--- src/rtl/anim_sequencer.sv ---
// Frame-driven animation sequencer: derives a frame tick from vsync and steps a
// WAIT -> FALL -> HIDE text animation plus a texture scroll phase.
module anim_sequencer #(
  parameter int unsigned TEXT_Y0     = 20,
  parameter int unsigned FALL_END_Y  = 276,
  parameter int unsigned FALL_STEP   = 2,
  parameter int unsigned WAIT_FRAMES = 128,
  parameter int unsigned HIDE_FRAMES = 32
) (
  input  logic        clk,
  input  logic        rst_n,
  input  logic        vsync,
  input  logic        pause,
  input  logic        step,
  input  logic [1:0]  speed,
  output logic        frame_tick,
  output logic [15:0] frame_cnt,
  output logic [7:0]  tex_phase,
  output logic [9:0]  text_y,
  output logic        text_visible,
  output logic [1:0]  state
);

  typedef enum logic [1:0] {
    StWait = 2'd0,
    StFall = 2'd1,
    StHide = 2'd2,
    StBad  = 2'd3
  } state_e;

  localparam logic [7:0]  WaitLast = 8'(WAIT_FRAMES - 1);
  localparam logic [7:0]  HideLast = 8'(HIDE_FRAMES - 1);
  localparam logic [9:0]  TextY0   = 10'(TEXT_Y0);
  localparam logic [10:0] FallEnd  = 11'(FALL_END_Y);
  localparam logic [10:0] FallStep = 11'(FALL_STEP);

  state_e      state_q, state_d;
  logic        vsync_prev_q, step_prev_q;
  logic        step_pending_q, step_pending_d;
  logic        frame_tick_q;
  logic [15:0] frame_cnt_q, frame_cnt_d;
  logic [7:0]  tex_phase_q, tex_phase_d;
  logic [9:0]  text_y_q, text_y_d;
  logic        text_visible_q, text_visible_d;
  logic [7:0]  dwell_q, dwell_d;

  logic        frame_ev, step_edge, advance;
  logic [10:0] fall_sum;

  assign frame_ev  = ~vsync & vsync_prev_q;
  assign step_edge = pause & step & ~step_prev_q;
  assign advance   = frame_ev & (~pause | step_pending_q);
  assign fall_sum  = {1'b0, text_y_q} + FallStep;

  always_comb begin
    state_d        = state_q;
    frame_cnt_d    = frame_cnt_q;
    tex_phase_d    = tex_phase_q;
    text_y_d       = text_y_q;
    text_visible_d = text_visible_q;
    dwell_d        = dwell_q;
    step_pending_d = step_pending_q;

    // A new edge on the consuming frame re-arms the request for the next frame.
    if (step_edge) begin
      step_pending_d = 1'b1;
    end else if (advance && pause) begin
      step_pending_d = 1'b0;
    end

    if (advance) begin
      frame_cnt_d = frame_cnt_q + 16'd1;
      tex_phase_d = tex_phase_q + (8'd1 << speed);
    end

    case (state_q)
      StWait: begin
        if (advance) begin
          if (dwell_q == WaitLast) begin
            state_d = StFall;
            dwell_d = 8'd0;
          end else begin
            dwell_d = dwell_q + 8'd1;
          end
        end
      end
      StFall: begin
        if (advance) begin
          if (fall_sum >= FallEnd) begin
            text_y_d       = FallEnd[9:0];
            text_visible_d = 1'b0;
            state_d        = StHide;
          end else begin
            text_y_d = fall_sum[9:0];
          end
        end
      end
      StHide: begin
        if (advance) begin
          if (dwell_q == HideLast) begin
            text_y_d       = TextY0;
            text_visible_d = 1'b1;
            dwell_d        = 8'd0;
            state_d        = StWait;
          end else begin
            dwell_d = dwell_q + 8'd1;
          end
        end
      end
      default: begin
        state_d        = StWait;
        text_y_d       = TextY0;
        text_visible_d = 1'b1;
        dwell_d        = 8'd0;
      end
    endcase
  end

  always_ff @(posedge clk) begin
    if (!rst_n) begin
      state_q        <= StWait;
      vsync_prev_q   <= 1'b0;
      step_prev_q    <= 1'b1;
      step_pending_q <= 1'b0;
      frame_tick_q   <= 1'b0;
      frame_cnt_q    <= 16'd0;
      tex_phase_q    <= 8'd0;
      text_y_q       <= TextY0;
      text_visible_q <= 1'b1;
      dwell_q        <= 8'd0;
    end else begin
      state_q        <= state_d;
      vsync_prev_q   <= vsync;
      step_prev_q    <= step;
      step_pending_q <= step_pending_d;
      frame_tick_q   <= frame_ev;
      frame_cnt_q    <= frame_cnt_d;
      tex_phase_q    <= tex_phase_d;
      text_y_q       <= text_y_d;
      text_visible_q <= text_visible_d;
      dwell_q        <= dwell_d;
    end
  end

  assign frame_tick   = frame_tick_q;
  assign frame_cnt    = frame_cnt_q;
  assign tex_phase    = tex_phase_q;
  assign text_y       = text_y_q;
  assign text_visible = text_visible_q;
  assign state        = state_q;

endmodule
--- config.mk ---
export PLATFORM = sky130hd
export DESIGN_NAME = anim_sequencer
export DESIGN_NICKNAME = d
export VERILOG_FILES = /design/src/rtl/anim_sequencer.sv
export SDC_FILE = /design/constraint.sdc
export NUM_CORES = 1
export LEC_CHECK = 0
export CAP_MARGIN = 10
export CORE_MARGIN = 8
export CORE_UTILIZATION = 47
export CTS_CLUSTER_SIZE = 16
export DETAILED_ROUTE_END_ITERATION = 10
export PLACE_DENSITY = 0.74
export SETUP_SLACK_MARGIN = 0.02
export SYNTH_ARGS = -nofsm -noshare
export SYNTH_HDL_FRONTEND = slang
export SYNTH_SLANG_ARGS = --single-unit
export TNS_END_PERCENT = 10
--- constraint.sdc ---
create_clock -name clk -period 1.71 [get_ports clk]
set_input_delay 0.342 -clock clk [delete_from_list [all_inputs] [get_ports clk]]
set_output_delay 0.342 -clock clk [all_outputs]
set_load 0.005 [all_outputs]
Word-level counts from Yosys, hierarchy flattened. Cells that the tools add are included. W data, S select, Z words.

Output and inout port bits: 38. Bits of input ports: 7. Register bits after elaboration: 49.

Add/sub/neg operators: 4. Magnitude comparators: 1. Shift operators: 1. Bitwise gates (word level): 10. Muxes and demuxes: 24. Reductions and logical operators: 7. Equality and inequality tests: 10.

Operators with widths (count): $mux W10 (4); $mux W8 (4); $pmux W10 S3 (1); $pmux W8 S3 (1); $add A16 B1 Y16 const B (1); $mux W2 (6); $ne A2 B2 Y1 const B (6); $add A10 B2 Y11 const B (1); $ge A11 B9 Y1 const B (1); $add A8 B1 Y8 const B (1); $add A8 B8 Y8 (1); $eq A8 B5 Y1 const B (1); $eq A8 B7 Y1 const B (1); $shl A1 B2 Y8 const A (1); $mux W1 (6); $pmux W2 S3 (1); $reduce_and A6 Y1 (1); $not A1 Y1 (5); $reduce_and A5 Y1 (1); $and A1 B1 Y1 (4); $reduce_and A4 Y1 (1); $pmux W1 S3 (1); $reduce_and A3 Y1 (1); $eq A2 B1 Y1 const B (1); 5 further kinds (5).

Depth between registers and ports, before layout. Gate-level depths: netlist (run 1).

Depth in word-level cells: 6. Gate-level depth with buffers: 10.

Worst setup path before layout (run 1). OpenSTA, ideal clock, no wires.

Path type: reg2reg. From: register dwell_q[0]. To: register text_y_q[4] (netlist: text_y[4]). Arrival time: 1734 ps. Path slack: -150 ps. Setup time: 126 ps. Path buffers: 0. Required time: 1584 ps. Stages on the path, launching flop included: 8. Clock period less this slack: 1860 ps. Path through: dfxtp_1 -> ha_1 -> nand4_2 -> or2_4 -> o311ai_0 -> a32o_1 -> a22o_1 -> nand2_1.

Word-level cells in the longest chain between the ends: 3.

RTL lines: start, declared (line 45) `logic [7:0] dwell_q, dwell_d;`; start signal, assigned (line 141) `dwell_q <= dwell_d;`; $eq A8 B5 Y1 (line 100) `if (dwell_q == HideLast) begin`; $ne A2 B2 Y1 (no source line); $reduce_and A4 Y1 (no source line); end signal, assigned (line 128) `text_y_q <= TextY0;`; end signal, assigned (line 139) `text_y_q <= text_y_d;`; end, declared (line 43) `logic [9:0] text_y_q, text_y_d;`.

No other way between the ends. A chain may end at the register's enable or synchronous reset.

Worst setup path in the final report (run 1).
From: register text_y_q[1] (netlist: text_y[1]). To: register text_y_q[4] (netlist: text_y[4]).

Word-level cells in the longest chain between the ends: 5.

RTL lines: $add A10 B2 Y11 * (line 53) `assign fall_sum = {1'b0, text_y_q} + FallStep;`; $ge A11 B9 Y1 (line 89) `if (fall_sum >= FallEnd) begin`; $mux W10 * (line 89); $mux W10 * (line 88) `if (advance) begin`; $pmux W10 S3 * (line 76) `case (state_q)`.

Every way passes the cells marked *; elsewhere a longest branch is shown, timed or not. The select of a mux whose other input is x is not followed.

==> results_dict.tcl, run 1 <==
set metrics [dict create \
    result_of_the_run "finished, violations left" \
    failed_checks "setup timing" \
    syn-instance-count 304 \
    portBuffers 43 \
    vias_per_cell 5.25 \
    prevailing_post_synth_register_cell "dfxtp_1" \
    route.met2.wl_um 3260 \
    routabilityCongestion 0.836 \
    power.leakage_nw 1.52 \
    crit_path_frequent_cell "buf_6" \
    cap_viol_max_count 0 \
    critical_path_class "reg -> reg" \
    synth_edf_count 0 \
    synthTopCellsByCount "dfxtp_1, nor2_1, nand2_1, a21oi_1" \
    flow.area_growth_from_synthesis_pct 50.9 \
    numCtsBuffers 5 \
    die-area_um2 7890 \
    synth.yosys.warnings 0 \
    first_pass_grt_wire_length_um 11100 \
    syn_nets 319 \
    global_route.usage.total 0.174 \
    ys_async_sr_fraction 0 \
    avgSynthCellArea_um2 8.20 \
    maxClockFrequency_ghz 0.549 \
    placeableCoreArea_um2 5110 \
    met1Wirelength_um 2880 \
    cp.buffers_inverters 2 \
    die_width_um 88.8 \
    critPathRequiredTime_ns 1.90 \
    report.final.setup_viol 14 \
    detailroute.via_count 2527 \
    drt-wirelength-per-cell_um 13.9 \
    worst_setup_path_end_kind "register" \
    detail_route.drc_violations 0 \
    clk_pin_slew_worst_paths_ns 0.10 \
    grt.overflow.total 0 \
    placement.setup.worst_slack_ns -0.589 \
    metal3_wl_um 441 \
    rsz0062_at_grt "true" \
    detailedPlacementHpwl_um 4770 \
    critPathSlowestCell "dfxtp_4" \
    grt_max_degree 37 \
    powerDensity_nw_per_um2 555 \
    num-nets-final 425 \
    timing.final.hold_violations 0 \
    post_route_cells_drive_above_1_share 0.290 \
    syn_area_um2 2490 \
    cp_cell_sequence "buf_6 > and4_4 > nand4_1 > xnor2_2 > a211oi_4 > buf_6 > a22o_1 > nand2_1" \
    fin_crit_ns 1.82 \
    antenna_violations_before_repair 0 \
    antenna_violating_nets_post_route 0 \
    worst_skew_pair_latency_ns 0.30 \
    worst_clock_skew_ns 0.0118 \
    power.total_mw 2.09 \
    fp.dieH_um 88.8 \
    first_global_vias 2419 \
    cts_root_buf "clkbuf_8" \
    yosys.area.top_type "dfxtp_1" \
    fin_ws_ns -0.110 \
    cp.arrival_ns 2.01 \
    dr.first_iter.drc_count 149 \
    maximum_number_of_buffers_from_clock_root_to_sink 2 \
    netlist-cell-type-count 55 \
    ys_seq_area_frac 0.386 \
    finalMaxSlewViolations 0 \
    max-vdd-ir-drop_mv 0.405 \
    top_delay_family_on_crit_path "simple AND/OR/NAND/NOR gates" \
    floorplan.rows 26 \
    synth_area_leaders "dfxtp_1, nor2_1, nand2_1" \
    clock_tree.htree_level_count 2 \
    crit_start_category "register" \
    yosysTopAreaCellShare 0.386 \
    tritoncts "yes" \
    final.period_utilization 1.06 \
    detailedRoute.firstPassIterationCount 4 \
    detail_route.wirelength_um 6670 \
    start_util 0.488 \
    critical-path-max-stage-delay_ns 0.38 \
    number_of_antenna_diodes 0 \
    cts.sinks 48 \
    worstHoldPathType "in -> reg" \
    final_util 0.736 \
    post-synth-top-count-cell "dfxtp_1" \
    postSynthRegisterBits 48 \
    path_max_fanout 7 \
    io-pin-count 45 \
    highest_layer "met4" \
]
-- where the power goes --
group | total [mW] | switching (mW) | internal, mW
registers | 1.12 | 0.00472 | 1.12
logic | 0.130 | 0.0645 | 0.0659
clock network | 0.831 | 0.390 | 0.441
-- worst paths after layout --
path	start	to	slack, ns	depth (start not counted)
setup reg to reg	text_y[1]$_SDFFE_PN0P_	text_y[4]$_SDFFE_PN1P_	-0.11	8
hold reg to reg	step_pending_q$_SDFFE_PN0P_	step_pending_q$_SDFFE_PN0P_	0.49	2
setup / recovery	text_y[1]$_SDFFE_PN0P_	text_y[4]$_SDFFE_PN1P_	-0.11	8
hold / removal	pause	step_pending_q$_SDFFE_PN0P_	0.40	4
-- cells by family after synthesis --
group / count (synthesis) / share of synthesized area
AO/OA/AOI/OAI: 61 / 0.166
XOR/XNOR: 20 / 0.0703
adder cells (fa/ha/maj): 8 / 0.0432
buffers and inverters: 24 / 0.0392
flip-flops: 48 / 0.386
multiplexers: 2 / 0.00853
other: 1 / 0.00150
AND/OR/NAND/NOR: 140 / 0.286
-- layout by cell type, fill, tap and decap left out, types with 2 or more instances in the layout --
cell type	netlist	layout
buf_6	0	3
dlymetal6s2s_1	0	2
a21oi_2	1	4
and4_1	4	2
nand2b_1	8	8
nand2_1	34	34
ha_4	0	2
clkdlybuf4s50_1	0	39
clkbuf_8	0	5
o21ai_0	14	8
and3_1	8	8
a31oi_1	2	2
a21oi_1	18	15
and4_4	0	2
or3_1	2	2
a22oi_2	0	2
and2_1	10	9
ha_1	7	4
buf_4	1	65
o21ai_1	1	5
a21o_1	3	3
nor2_1	35	29
xor2_1	9	9
nor3_1	7	7
nand4_1	6	6
inv_1	10	9
xnor2_1	11	10
o21a_1	2	2
dfxtp_1	48	40
a211oi_1	2	2
nor2b_1	2	2
dfxtp_4	0	3
nand3_1	14	14
nor2_2	0	6
dfxtp_2	0	5
a311oi_1	2	2
-- per-layer routing --
layer	track usage	up-vias
met5	0	-
li1	-	1270
met2	0.296	80
met1	0.213	1170
met3	0.0279	7
met4	0.0614	0
-- what timing repair did --
action,CTS,global route
gates resized for setup,14,23
buffers inserted,0,5
hold endpoints to repair,0,0
setup endpoints to repair,29,35
hold buffers,0,0
pin swaps,5,13
-- state kept, by name, summed over array words and instances (netlist names) --
register / cells
dwell_q: 8
step_prev_q: 1
tex_phase: 8
frame_cnt: 16
frame_tick: 1
text_y: 9
step_pending_q: 1
state: 2
text_visible: 1
vsync_prev_q: 1
-- through the flow --
step                cell area, um^2  setup TNS, ns  instances  hold slack [ns]
floorplan                      2550        -0.0713        304            0.415
global placement               3500         -10.14        468            0.459
detailed placement             3500         -11.42        468            0.474
CTS                            3640         -0.742        476            0.497
global route                   3760          -2.50        481            0.479
finish                         3760         -0.839        481            0.395
-- worst min-delay path: stages --
cell and delay, ns:
dlymetal6s2s_1 0.14, nand2_1 0.06, a21oi_1 0.06, nor2_1 0.07
-- area by class of cell --
type	instances	area [um^2]
Clock buffer	5	68.8
Sequential cell	48	978
Clock inverter	3	46.3
Inverter	11	41.3
Multi-Input combinational cell	232	1560
Timing Repair Buffer	112	976
Fill cell	377	1350
Tap cell	70	87.6
(Power assumes the default switching activity.)
==> run 2, diff against run 1 <==
--- a/config.mk
+++ b/config.mk
@@ -7,10 +7,10 @@
 export LEC_CHECK = 0
 export CAP_MARGIN = 10
 export CORE_MARGIN = 8
-export CORE_UTILIZATION = 47
+export CORE_UTILIZATION = 53
 export CTS_CLUSTER_SIZE = 16
 export DETAILED_ROUTE_END_ITERATION = 10
-export PLACE_DENSITY = 0.74
+export PLACE_DENSITY = 0.78
 export SETUP_SLACK_MARGIN = 0.02
 export SYNTH_ARGS = -nofsm -noshare
 export SYNTH_HDL_FRONTEND = slang
==> constraint.sdc (replaced) <==
create_clock -name clk -period 2.3 [get_ports clk]
set_input_delay 0.46 -clock clk [delete_from_list [all_inputs] [get_ports clk]]
set_output_delay 0.46 -clock clk [all_outputs]
set_load 0.005 [all_outputs]
==> run 2 against run 1 <==
Non-clock buffer count fell by 49. Register-to-register slack improved by 0.34 ns. Die area fell by 9.3%. Global-route usage fell by 1.7 points. Highest routed layer unchanged. Clock skew fell by 0.0075 ns. The run now ends clean. Clock-buffer cell count rose by 1. Critical path type is now in -> reg.
==> results_dict.tcl, run 2 (same netlist as run 1, synthesis figures left out) <==
set metrics [dict create \
    result_of_the_run "finished, final reports clean" \
    cp_cell_sequence "clkdlybuf4s50_1 > nor2_1 > ha_1 > inv_1 > fa_1 > inv_1 > a21o_1 > a21oi_1 > or3_1 > a21oi_1" \
    drt-wirelength-per-cell_um 13.4 \
    start_util 0.538 \
    critPathSlowestCell "clkdlybuf4s50_1" \
    tightest_slew_ns 0.548 \
    filler_cell_count 419 \
    dpl_cell_area_um2 3080 \
    worst_setup_path_end_kind "register" \
    max-vdd-ir-drop_mv 0.336 \
    cap_viol_max_count 0 \
    maxSlewHeadroom 0.634 \
    tritoncts "yes" \
    min_to "tex_phase[2]$_SDFFE_PN0P_" \
    routabilityCongestion 0.813 \
    io-pin-count 45 \
    critical_path_class "in -> reg" \
    fin_setup_tns_ns 0 \
    place_inst 407 \
    r2r_startpoint "text_y[1]$_SDFFE_PN0P_" \
    rrSetupSlack_ns 0.23 \
    worst_skew_pair_latency_ns 0.29 \
    final_cell_area_um2 3180 \
    maxClockFrequency_ghz 0.462 \
    crit_start_category "primary input" \
    cp.arrival_ns 2.40 \
    detail_route.drc_violations 0 \
    worstHoldPathType "reg -> reg" \
    first_pass_grt_wire_length_um 9600 \
    final_util 0.687 \
    cts.sinks 48 \
    global_route.usage.total 0.157 \
    power.total_mw 1.44 \
    fp.dieH_um 84.6 \
    cts_root_buf "clkbuf_8" \
    largest_register_ff_count 16 \
    most-common-layout-cells "dfxtp_1, clkdlybuf4s50_1, nor2_1" \
    timing.hold.worst_path_depth 2 \
    hold-worst-slack_ns 0.489 \
    vias_per_cell 5.49 \
    dr.first_iter.drc_count 85 \
    powerDensity_nw_per_um2 452 \
    critPathRequiredTime_ns 2.53 \
    numCtsBuffers 5 \
    timing.final.hold_violations 0 \
    clock_tree.htree_level_count 2 \
    detailroute.via_count 2282 \
    flow.area_growth_from_synthesis_pct 27.7 \
    power.leakage_nw 1.21 \
    seqCellArea_um2 961 \
    maximum_number_of_buffers_from_clock_root_to_sink 2 \
    worst_clock_skew_ns 0.00429 \
    timing.reg2reg.worst_path_depth 8 \
    detailedPlacementHpwl_um 4130 \
    grt.overflow.total 0 \
    report.final.setup_viol 0 \
    portBuffers 43 \
    mostFrequentLayoutCell "dfxtp_1" \
    critical-path-max-stage-delay_ns 0.45 \
    path_max_fanout 4 \
    final.period_utilization 0.942 \
    detailedRoute.firstPassIterationCount 5 \
    die-area_um2 7150 \
    clk_pin_slew_worst_paths_ns 0.09 \
    globalRouteMet1Util 0.180 \
    detail_route.wirelength_um 5550 \
    fin_ws_ns 0.134 \
    fin_crit_ns 2.17 \
    number_of_antenna_diodes 0 \
    rsz0062_at_grt "true" \
    instances_no_fill 416 \
    antenna_violations_before_repair 0 \
    floorplan.rows 25 \
    hp-start "tex_phase[2]$_SDFFE_PN0P_" \
    grt_max_degree 27 \
    grt.met2_usage 0.281 \
    post_route_cells_drive_above_1_share 0.0994 \
    placeableCoreArea_um2 4630 \
    global_route.peak_usage_layer "met2" \
    die_width_um 84.6 \
    finalMaxSlewViolations 0 \
    multi_input_comb_area_um2 1430 \
    num-nets-final 376 \
    antenna_violating_nets_post_route 0 \
    first_global_vias 2213 \
    placement.setup.worst_slack_ns -0.186 \
    routing_usage_on_met3 0.0371 \
    regToRegEndpoint "text_y[2]$_SDFFE_PN1P_" \
]
[run 2: changes by cell type in the layout (fill, tap and decap cells not counted), moves of 5 or more]
cell / change
nor2_1: +6
o21ai_0: +6
dfxtp_1: +8
nor2_2: -6
buf_4: -45
dfxtp_2: -5
[run 2: what timing repair did]
item                       4_1_cts  5_1_grt
gates resized for setup          0        0
buffers inserted                 0        1
hold buffers                     0        0
setup endpoints to repair        0        4
[run 2: worst max-delay path, delay by kind of cell]
| kind | cells | cell delay, ns |
|---|---|---|
| buf+inv | 3 | 0.57 |
| fa+ha+maj | 2 | 0.56 |
| compound gates | 3 | 0.33 |
| simple gates | 2 | 0.47 |
[run 2: layout make-up]
class,instances,area share
multi-input cells,232,0.451
flip-flops and latches,48,0.302
repair buffers,63,0.182
clock buffers,6,0.0260
well taps,54,0.0212
inverters,11,0.0130
clock inverters,2,0.00472
[run 2: worst max-delay path by stage]
stage	start	end	cells past startpoint
global route	text_y[1]$_SDFFE_PN0P_	text_visible$_SDFFE_PN1P_	8
global placement	speed[1]	tex_phase[5]$_SDFFE_PN0P_	10
floorplan	speed[1]	tex_phase[5]$_SDFFE_PN0P_	9
finish	speed[0]	tex_phase[6]$_SDFFE_PN0P_	10
CTS	speed[0]	tex_phase[6]$_SDFFE_PN0P_	10
detailed placement	speed[0]	tex_phase[6]$_SDFFE_PN0P_	10
[run 2: layer usage]
metal | part of all wire | routed length [um]
met1 | 0.46 | 2570
met2 | 0.49 | 2720
met3 | 0.040 | 222
met4 | 0.0070 | 39
met5 | 0 | 0
[run 2: where the power goes]
part / switching (mW) / internal (mW)
combinational: 0.0393 / 0.0387
sequential: 0.00366 / 0.836
clock: 0.276 / 0.243
